==> config.mk <==
export PLATFORM = sky130hd
export DESIGN_NAME = dsqw_irq_handler
export DESIGN_NICKNAME = d
export VERILOG_FILES = /design/src/rtl/dsqw_irq_pkg.sv /design/src/rtl/dsqw_sat_cnt.sv /design/src/rtl/dsqw_irq_handler.sv
export SDC_FILE = /design/constraint.sdc
export NUM_CORES = 1
export LEC_CHECK = 0
export CORE_MARGIN = 5
export CORE_UTILIZATION = 35
export CTS_CLUSTER_SIZE = 8
export DETAILED_ROUTE_END_ITERATION = 10
export GPL_TIMING_DRIVEN = 0
export SLEW_MARGIN = 20
export SYNTH_ARGS = -nofsm -noshare
export SYNTH_HDL_FRONTEND = slang
export SYNTH_SLANG_ARGS = --single-unit
==> constraint.sdc <==
create_clock -name clk -period 2.8 [get_ports clk]
set_input_delay 0.28 -clock clk [delete_from_list [all_inputs] [get_ports clk]]
set_output_delay 0.28 -clock clk [all_outputs]
set_load 0.1 [all_outputs]
==> src/rtl/dsqw_irq_pkg.sv <==
// Shared event codes, FSM encoding and priority pick for the deskew IRQ service agent.
package dsqw_irq_pkg;

  localparam logic [1:0] EVT_NONE     = 2'd0;
  localparam logic [1:0] EVT_DONE     = 2'd1;
  localparam logic [1:0] EVT_ERR_SIZE = 2'd2;
  localparam logic [1:0] EVT_MEM_ERR  = 2'd3;

  typedef enum logic [1:0] {
    IDLE     = 2'd0,
    REPORT   = 2'd1,
    ACK      = 2'd2,
    WAIT_CLR = 2'd3
  } state_t;

  // Memory error outranks size error, which outranks DONE.
  function automatic logic [1:0] pick_evt(input logic done, input logic size_err,
                                          input logic mem_err);
    logic [1:0] code;
    code = EVT_NONE;
    if (mem_err)       code = EVT_MEM_ERR;
    else if (size_err) code = EVT_ERR_SIZE;
    else if (done)     code = EVT_DONE;
    return code;
  endfunction

endpackage

==> src/rtl/dsqw_sat_cnt.sv <==
// Saturating up-counter with a synchronous clear that takes precedence over increment.
module dsqw_sat_cnt #(
  parameter int W = 16
) (
  input  logic         clk,
  input  logic         rst_n,
  input  logic         clr,
  input  logic         inc,
  output logic [W-1:0] cnt
);

  always_ff @(posedge clk or negedge rst_n) begin
    if (!rst_n) begin
      cnt <= '0;
    end else if (clr) begin
      cnt <= '0;
    end else if (inc && (cnt != '1)) begin
      cnt <= cnt + 1'b1;
    end
  end

endmodule

==> src/rtl/dsqw_irq_handler.sv <==
// Services deskew IRQ status flags one event at a time: report, ack, wait for clear.
// Optional WAIT_CLR timeout enabled by defining DSQW_IRQ_TIMEOUT_EN.
module dsqw_irq_handler
  import dsqw_irq_pkg::*;
#(
  parameter int CNT_W   = 16,
  parameter int TIMEOUT = 64,
  parameter int TO_W    = 7
) (
  input  logic             clk,
  input  logic             rst_n,
  input  logic             dsqw_irq,
  input  logic             dsqw_done_in,
  input  logic             err_size_in,
  input  logic             mem_acc_err_in,
  output logic             dsqw_done_ack,
  output logic             err_size_ack,
  output logic             mem_acc_err_ack,
  output logic             evt_valid,
  output logic [1:0]       evt_code,
  input  logic             evt_ready,
  input  logic             cnt_clr,
  output logic [CNT_W-1:0] cnt_done,
  output logic [CNT_W-1:0] cnt_err_size,
  output logic [CNT_W-1:0] cnt_mem_err,
  output logic             busy,
  output logic             timeout_err
);

  state_t     state;
  logic [1:0] det_code;
  logic       sel_flag;
  logic       accept;
  logic       timeout_hit;
  logic [2:0] inc_vec;
  logic [CNT_W-1:0] cnt_arr [3];

  assign det_code = pick_evt(dsqw_done_in, err_size_in, mem_acc_err_in);
  assign accept   = (state == REPORT) && evt_valid && evt_ready;
  assign busy     = (state != IDLE);

  always_comb begin
    sel_flag = 1'b0;
    case (evt_code)
      EVT_DONE:     sel_flag = dsqw_done_in;
      EVT_ERR_SIZE: sel_flag = err_size_in;
      EVT_MEM_ERR:  sel_flag = mem_acc_err_in;
      default:      sel_flag = 1'b0;
    endcase
  end

  always_ff @(posedge clk or negedge rst_n) begin
    if (!rst_n) begin
      state           <= IDLE;
      evt_valid       <= 1'b0;
      evt_code        <= EVT_NONE;
      dsqw_done_ack   <= 1'b0;
      err_size_ack    <= 1'b0;
      mem_acc_err_ack <= 1'b0;
    end else begin
      dsqw_done_ack   <= 1'b0;
      err_size_ack    <= 1'b0;
      mem_acc_err_ack <= 1'b0;
      case (state)
        IDLE: begin
          // irq lags the flags by a cycle, so an all-zero status is a stale request.
          if (dsqw_irq && (det_code != EVT_NONE)) begin
            evt_code  <= det_code;
            evt_valid <= 1'b1;
            state     <= REPORT;
          end
        end
        REPORT: begin
          if (accept) begin
            evt_valid       <= 1'b0;
            dsqw_done_ack   <= (evt_code == EVT_DONE);
            err_size_ack    <= (evt_code == EVT_ERR_SIZE);
            mem_acc_err_ack <= (evt_code == EVT_MEM_ERR);
            state           <= ACK;
          end
        end
        ACK: begin
          state <= WAIT_CLR;
        end
        WAIT_CLR: begin
          if (!sel_flag || timeout_hit) begin
            state <= IDLE;
          end
        end
        default: state <= IDLE;
      endcase
    end
  end

`ifdef DSQW_IRQ_TIMEOUT_EN
  logic [TO_W-1:0] to_cnt;

  // Fires on the TIMEOUT-th WAIT_CLR cycle with the flag still pending.
  assign timeout_hit = (state == WAIT_CLR) && sel_flag && (to_cnt == TO_W'(TIMEOUT - 1));

  always_ff @(posedge clk or negedge rst_n) begin
    if (!rst_n) begin
      to_cnt      <= '0;
      timeout_err <= 1'b0;
    end else begin
      if (state == ACK) begin
        to_cnt <= '0;
      end else if (state == WAIT_CLR) begin
        to_cnt <= to_cnt + 1'b1;
      end
      if (cnt_clr) begin
        timeout_err <= 1'b0;
      end else if (timeout_hit) begin
        timeout_err <= 1'b1;
      end
    end
  end
`else
  assign timeout_hit = 1'b0;
  assign timeout_err = 1'b0;
`endif

  generate
    for (genvar gi = 0; gi < 3; gi++) begin : g_cnt
      assign inc_vec[gi] = accept && (evt_code == 2'(gi + 1));
      dsqw_sat_cnt #(.W(CNT_W)) u_cnt (
        .clk   (clk),
        .rst_n (rst_n),
        .clr   (cnt_clr),
        .inc   (inc_vec[gi]),
        .cnt   (cnt_arr[gi])
      );
    end
  endgenerate

  assign cnt_done     = cnt_arr[0];
  assign cnt_err_size = cnt_arr[1];
  assign cnt_mem_err  = cnt_arr[2];

endmodule

---- Yosys cells after proc, flatten, opt, wreduce, memory -nomap -nowiden ----
Index checks and enable logic that the tools add are counted.
W data, S select, Z words.
word-level totals
  register bits after elaboration ......... 56
  input bits .............................. 8
  output and inout bits ................... 56
  word-level logic and storage cells ...... 66
operators by class
  $add $sub $neg .......................... 3
  equal/unequal tests ..................... 12
  mux-type cells .......................... 23
  reduce and logical (&&, ||, !) cells .... 19
operators by type and width
  operator                 count
  $mux W16                 6
  $add A16 B1 Y16 const B  3
  $ne A16 B16 Y1 const B   3
  $reduce_bool A2 Y1       6
  $mux W2                  5
  $logic_and A1 B1 Y1      9
  $mux W1                  9
  $eq A2 B2 Y1 const B     4
  $pmux W2 S4              1
  $ne A2 B2 Y1 const B     3
  $reduce_and A3 Y1        2
  $eq A2 B1 Y1 const B     2
  $pmux W1 S3              1
  $logic_not A2 Y1         1
  $pmux W1 S2              1
  $reduce_and A2 Y1        1

---- Depth between registers and ports, before layout ----
  depth in word-level cells ............... 7
  gate-level depth with buffers ........... 8

---- Modules after synthesis ----
Synthesis repeated with hierarchy kept, for this count alone.
unflattened totals
  cells, all modules ...................... 340
  area total of the unflattened synthesis .. 3278.1 um2
by module, submodules not included
  module            instances  cells an instance  area an instance (um2)  sequential area each (um2)
  dsqw_sat_cnt      3          98                 942.2                   400.4
  dsqw_irq_handler  1          46                 451.7                   200.2

---- Least setup slack after synthesis ----
Ideal clock, no wire load.
  path type ............................... register to register
  start ................................... register g_cnt[0].u_cnt.cnt[0]
  end ..................................... register g_cnt[0].u_cnt.cnt[10]
  arrival time ............................ 2675 ps
  slack ................................... 47 ps
  stages on the path, launching flop included .. 7
  buffers on the path ..................... 1
  path through ............................ dfrtp_1 -> ha_1 -> nand4_1 -> or4_1 -> clkbuf_1 -> or4_1 -> a21oi_1
on the way
  word-level cells in the longest chain between the ends .. 3
RTL lines
  item                                               RTL line                                text
  start: declaration                                 dsqw_sat_cnt.sv:9                       output logic [W-1:0] cnt
  start signal: assignment                           dsqw_sat_cnt.sv:18                      cnt <= cnt + 1'b1;
  $add A16 B1 Y16 or $ne A16 B16 Y1 (tied branches)  dsqw_sat_cnt.sv:18, dsqw_sat_cnt.sv:17
  $mux W16 or $logic_and A1 B1 Y1 (tied branches)    dsqw_sat_cnt.sv:17                      end else if (inc && (cnt != '1)) begin
  $mux W16 or $reduce_bool A2 Y1 (tied branches)     n/a
Parallel ways exist; a longest one is shown, timed or not. The select of a mux whose other input is x is not followed.
A chain may end at the register's enable or synchronous reset.

---- Final worst setup path ----
  start ................................... register state[0]
  end ..................................... output busy
on the way
  word-level cells in the longest chain between the ends .. 1
RTL lines
  item                      RTL line                text
  start: declaration        dsqw_irq_handler.sv:30  state_t state;
  start signal: assignment  dsqw_irq_handler.sv:54  state <= IDLE;
  start signal: assignment  dsqw_irq_handler.sv:70  state <= REPORT;
  start signal: assignment  dsqw_irq_handler.sv:79  state <= ACK;
  $reduce_bool A2 Y1        dsqw_irq_handler.sv:40  assign busy = (state != IDLE);
  end: declaration          dsqw_irq_handler.sv:26  output logic busy,
Every way passes these cells.

==> summary.md <==
| Metric | Value |
|---|---|
| CP Max Fanout | 6 |
| Vias per cell | 5.65 |
| Unrepaired setup endpoints after global routing | no |
| Clock buffer depth | 2 |
| Total of max-cap violations | 0 |
| Power per cell area | between 400 and 500 nW/µm² |
| Net switching power | approximately 0.82 mW |
| Power share of the clock group | approximately 22% |
| Highest clock rate | about 400 MHz |
| Initial antenna violation count | 0 |
| Tmin final | ~2.6 ns |
| WL/cell | between 15 and 20 µm |
| Antenna Nets Post-Route | 0 |
| CTS root buffer | clkbuf_8 |
| Quantity of gates resized following cts | 0 |
| Critical Path AT | about 2.3 ns |
| Clock latency on the worst-skew pair | approximately 0.31 ns |
| CP endpoint | busy |
| Yosys reg bits | 56 |
| Row Count | 35 |
| Ports | 64 |
| Peak supply drop | approximately 0.25 mV |
| Post-CTS setup buffers | 0 |
| Die Y | approximately 110 µm |
| Setup crit start kind | flip-flop |
| Syn nets | 370 |
| Worst-margin pin slew | 0.998 ns |
| Most frequent cells in the layout | clkdlybuf4s50_1, dfrtp_1, nor2_1 |
| Register area share after synthesis | a little over two fifths |
| Area grow syn2layout | 26.5% |
| Mean post-synth cell area | 9.23 µm² |
| CTS HTree Levels | 2 |
| Fin crit share | 91.3% |
| Kind of critical path | reg2out |
| Post-synthesis cell count | around 360 |
| Register-to-Register Path Depth | 7 |
| GPL Wtd Cong | between 0.8 and 0.9 |
| Status | finished clean |
| Commonest non-fill, non-tap cell in the layout | clkdlybuf4s50_1 |
| Hold WC Path Type | in2async |
| Full die area | about 11,000 µm² |
| Combinational Power Share | between 30 and 40% |
| Port buffer count | between 60 and 70 |
| Skew final | around 0.010 ns |
| Hold-fix buffers, CTS | 1 |
| FF-to-FF End | g_cnt[2].u_cnt.cnt[15] |
| Crit Reg-Reg Startpoint | state[1] |
| Synth unique cells | 44 |
| DRC Markers | 0 |
| Slew HR | roughly a third |
| Largest net degree at the start of global routing | 39 |
| First-pass GRT wire length | about 14 mm |
| Post-synthesis cell area | approximately 3300 µm² |
| Power Internal | roughly 1.2 mW |
| Number of global-route vias before repair | approximately 2,900 |
| Starting Density | 35.6% |
| Switching part of the total power | 40.1% |
| Clock sink count | between 50 and 60 |
| First drt pass iteration count | 4 |
| Design area | roughly 4100 µm² |
| Core area | between 9000 and 10,000 µm² |
| Remaining Overflow, GRT | 0 |
| Final net count | 440 |
| # diodes | 0 |
| Post-DP HPWL | between 6 and 7 mm |
| Final setup violation count | 0 |
| Yosys warning total | 0 |
| Reg2Reg Setup Slack | around 0.38 ns |
| CTS tree | done |
| Global Route Usage Sum | around 15% |
| Die width | around 110 µm |
| Critical Path End Type | output port |
| Total power | 2.05 mW |
| Total wire length | 8.58 mm |
| Vias post-DR | around 3,000 |
| Proportion of power drawn by flip-flops and latches | between 40 and 50% |
| WP data required | 2.52 ns |
| CTS Buf Count | 5 |
| Placed cell area | 4050 µm² |
| Worst-path clk slew | ~0.11 ns |
| Pleak | 1.60 nW |
| Layout cells sized above 1 | a little over a tenth |
| Final Slew Violations | 0 |
| Iteration-0 DRC Markers | 76 |
| Final Hold Fails | 0 |
| Critical Path Start | state[0] |
## power groups by stage
stage / clock network [mW] / logic [mW] / registers [mW]
CTS: 0.481 / 0.693 / 0.909
floorplan: 0 / 0.300 / 1.13
global route: 0.515 / 0.736 / 0.918
detailed placement: 0 / 0.692 / 0.925
global placement: 0 / 0.678 / 0.923
finish: 0.457 / 0.683 / 0.907
## Yosys cell counts, drive strengths merged
cell type	count	share of area (%)
dfrtp	56	43
a41o	1	0.31
o31ai	14	3.2
a31oi	3	0.57
nor4	11	2.3
o41ai	4	1.1
or2	6	1.1
mux2i	4	1.2
conb	1	0.11
nor4b	1	0.27
and4	4	1.1
clkbuf	10	1.2
and3	4	0.76
and2b	1	0.23
a211oi	5	1.1
inv	18	2.1
nand4	20	3.8
o311ai	4	1.1
or4b	1	0.31
o2bb2ai	1	0.27
buf	6	1.1
a221o	1	0.31
mux2	19	6.5
nand3	17	2.7
nor2	29	3.3
nand2	19	2.2
a21oi	26	4.0
o21ai	11	1.7
a21boi	1	0.23
dlygate4sd1	1	0.27
nor2b	18	3.4
or4	16	3.7
nor3	4	0.61
ha	7	2.7
or3	6	1.2
o2111ai	2	0.53
nand3b	2	0.46
nand4b	1	0.27
## layout make-up
type,instances,area [µm²]
sequential,56,1400
clock inverter,3,23.8
inverter,18,67.6
timing repair buffer,63,638
buffer,17,82.6
multi-input combinational,264,1730
tap,111,139
clock buffer,5,68.8
fill,939,5050
## sequential cells by signal (all words and copies together) (netlist names)
signal           count
state                2
mem_acc_err_ack      1
dsqw_done_ack        1
g_cnt.u_cnt.cnt     48
err_size_ack         1
evt_valid            1
evt_code             2
## worst min-delay path by stage
stage,start,to,slack (ns),cells after the start
3_3_place_gp,state[1],state[1],0.55,1
6_report,rst_n,g_cnt[2].u_cnt.cnt[3],0.37,2
5_1_grt,rst_n,g_cnt[2].u_cnt.cnt[3],0.39,2
4_1_cts,rst_n,g_cnt[2].u_cnt.cnt[3],0.38,2
3_5_place_dp,rst_n,g_cnt[2].u_cnt.cnt[3],0.18,1
2_1_floorplan,rst_n,dsqw_done_ack,-0.02,0
## stage by stage
step	util [%]	worst slack (ns)	std cells	hold slack [ns]	setup TNS, ns
after global routing	45.1	0.140	537	0.386	0
after detailed placement	44.0	0.137	528	0.183	0
after CTS	45.1	0.213	537	0.376	0
final	45.1	0.242	537	0.373	0
after floorplan	-	0.0472	355	-0.0156	0
after global placement	43.8	-0.481	527	0.547	-26.70
## metal layers
metal / GRT usage, % / up-vias / wire, µm
li1: - / 1472 / -
met1: 20.5 / 1485 / 4050
met2: 24.6 / 68 / 4050
met3: 3.31 / 8 / 385
met4: 3.93 / 0 / 91
met5: 0 / - / 0
## worst max-delay path, cell delays in order (launching register included)
cell and delay [ns]:
dfrtp_1 0.39, inv_1 0.08, ha_1 0.27, inv_1 0.09
clkdlybuf4s50_1 1.13
## logic make-up after synthesis
kind of cell,Yosys count,share of synthesized area (%)
adders and majority gates,7,2.67
muxes,23,7.75
other,1,0.114
AOI/OAI and AO/OA,73,14.4
DFF,56,42.7
buffers and inverters,35,4.58
and+or+nand+nor,160,27.8
Power figures use the tool's default switching activity.
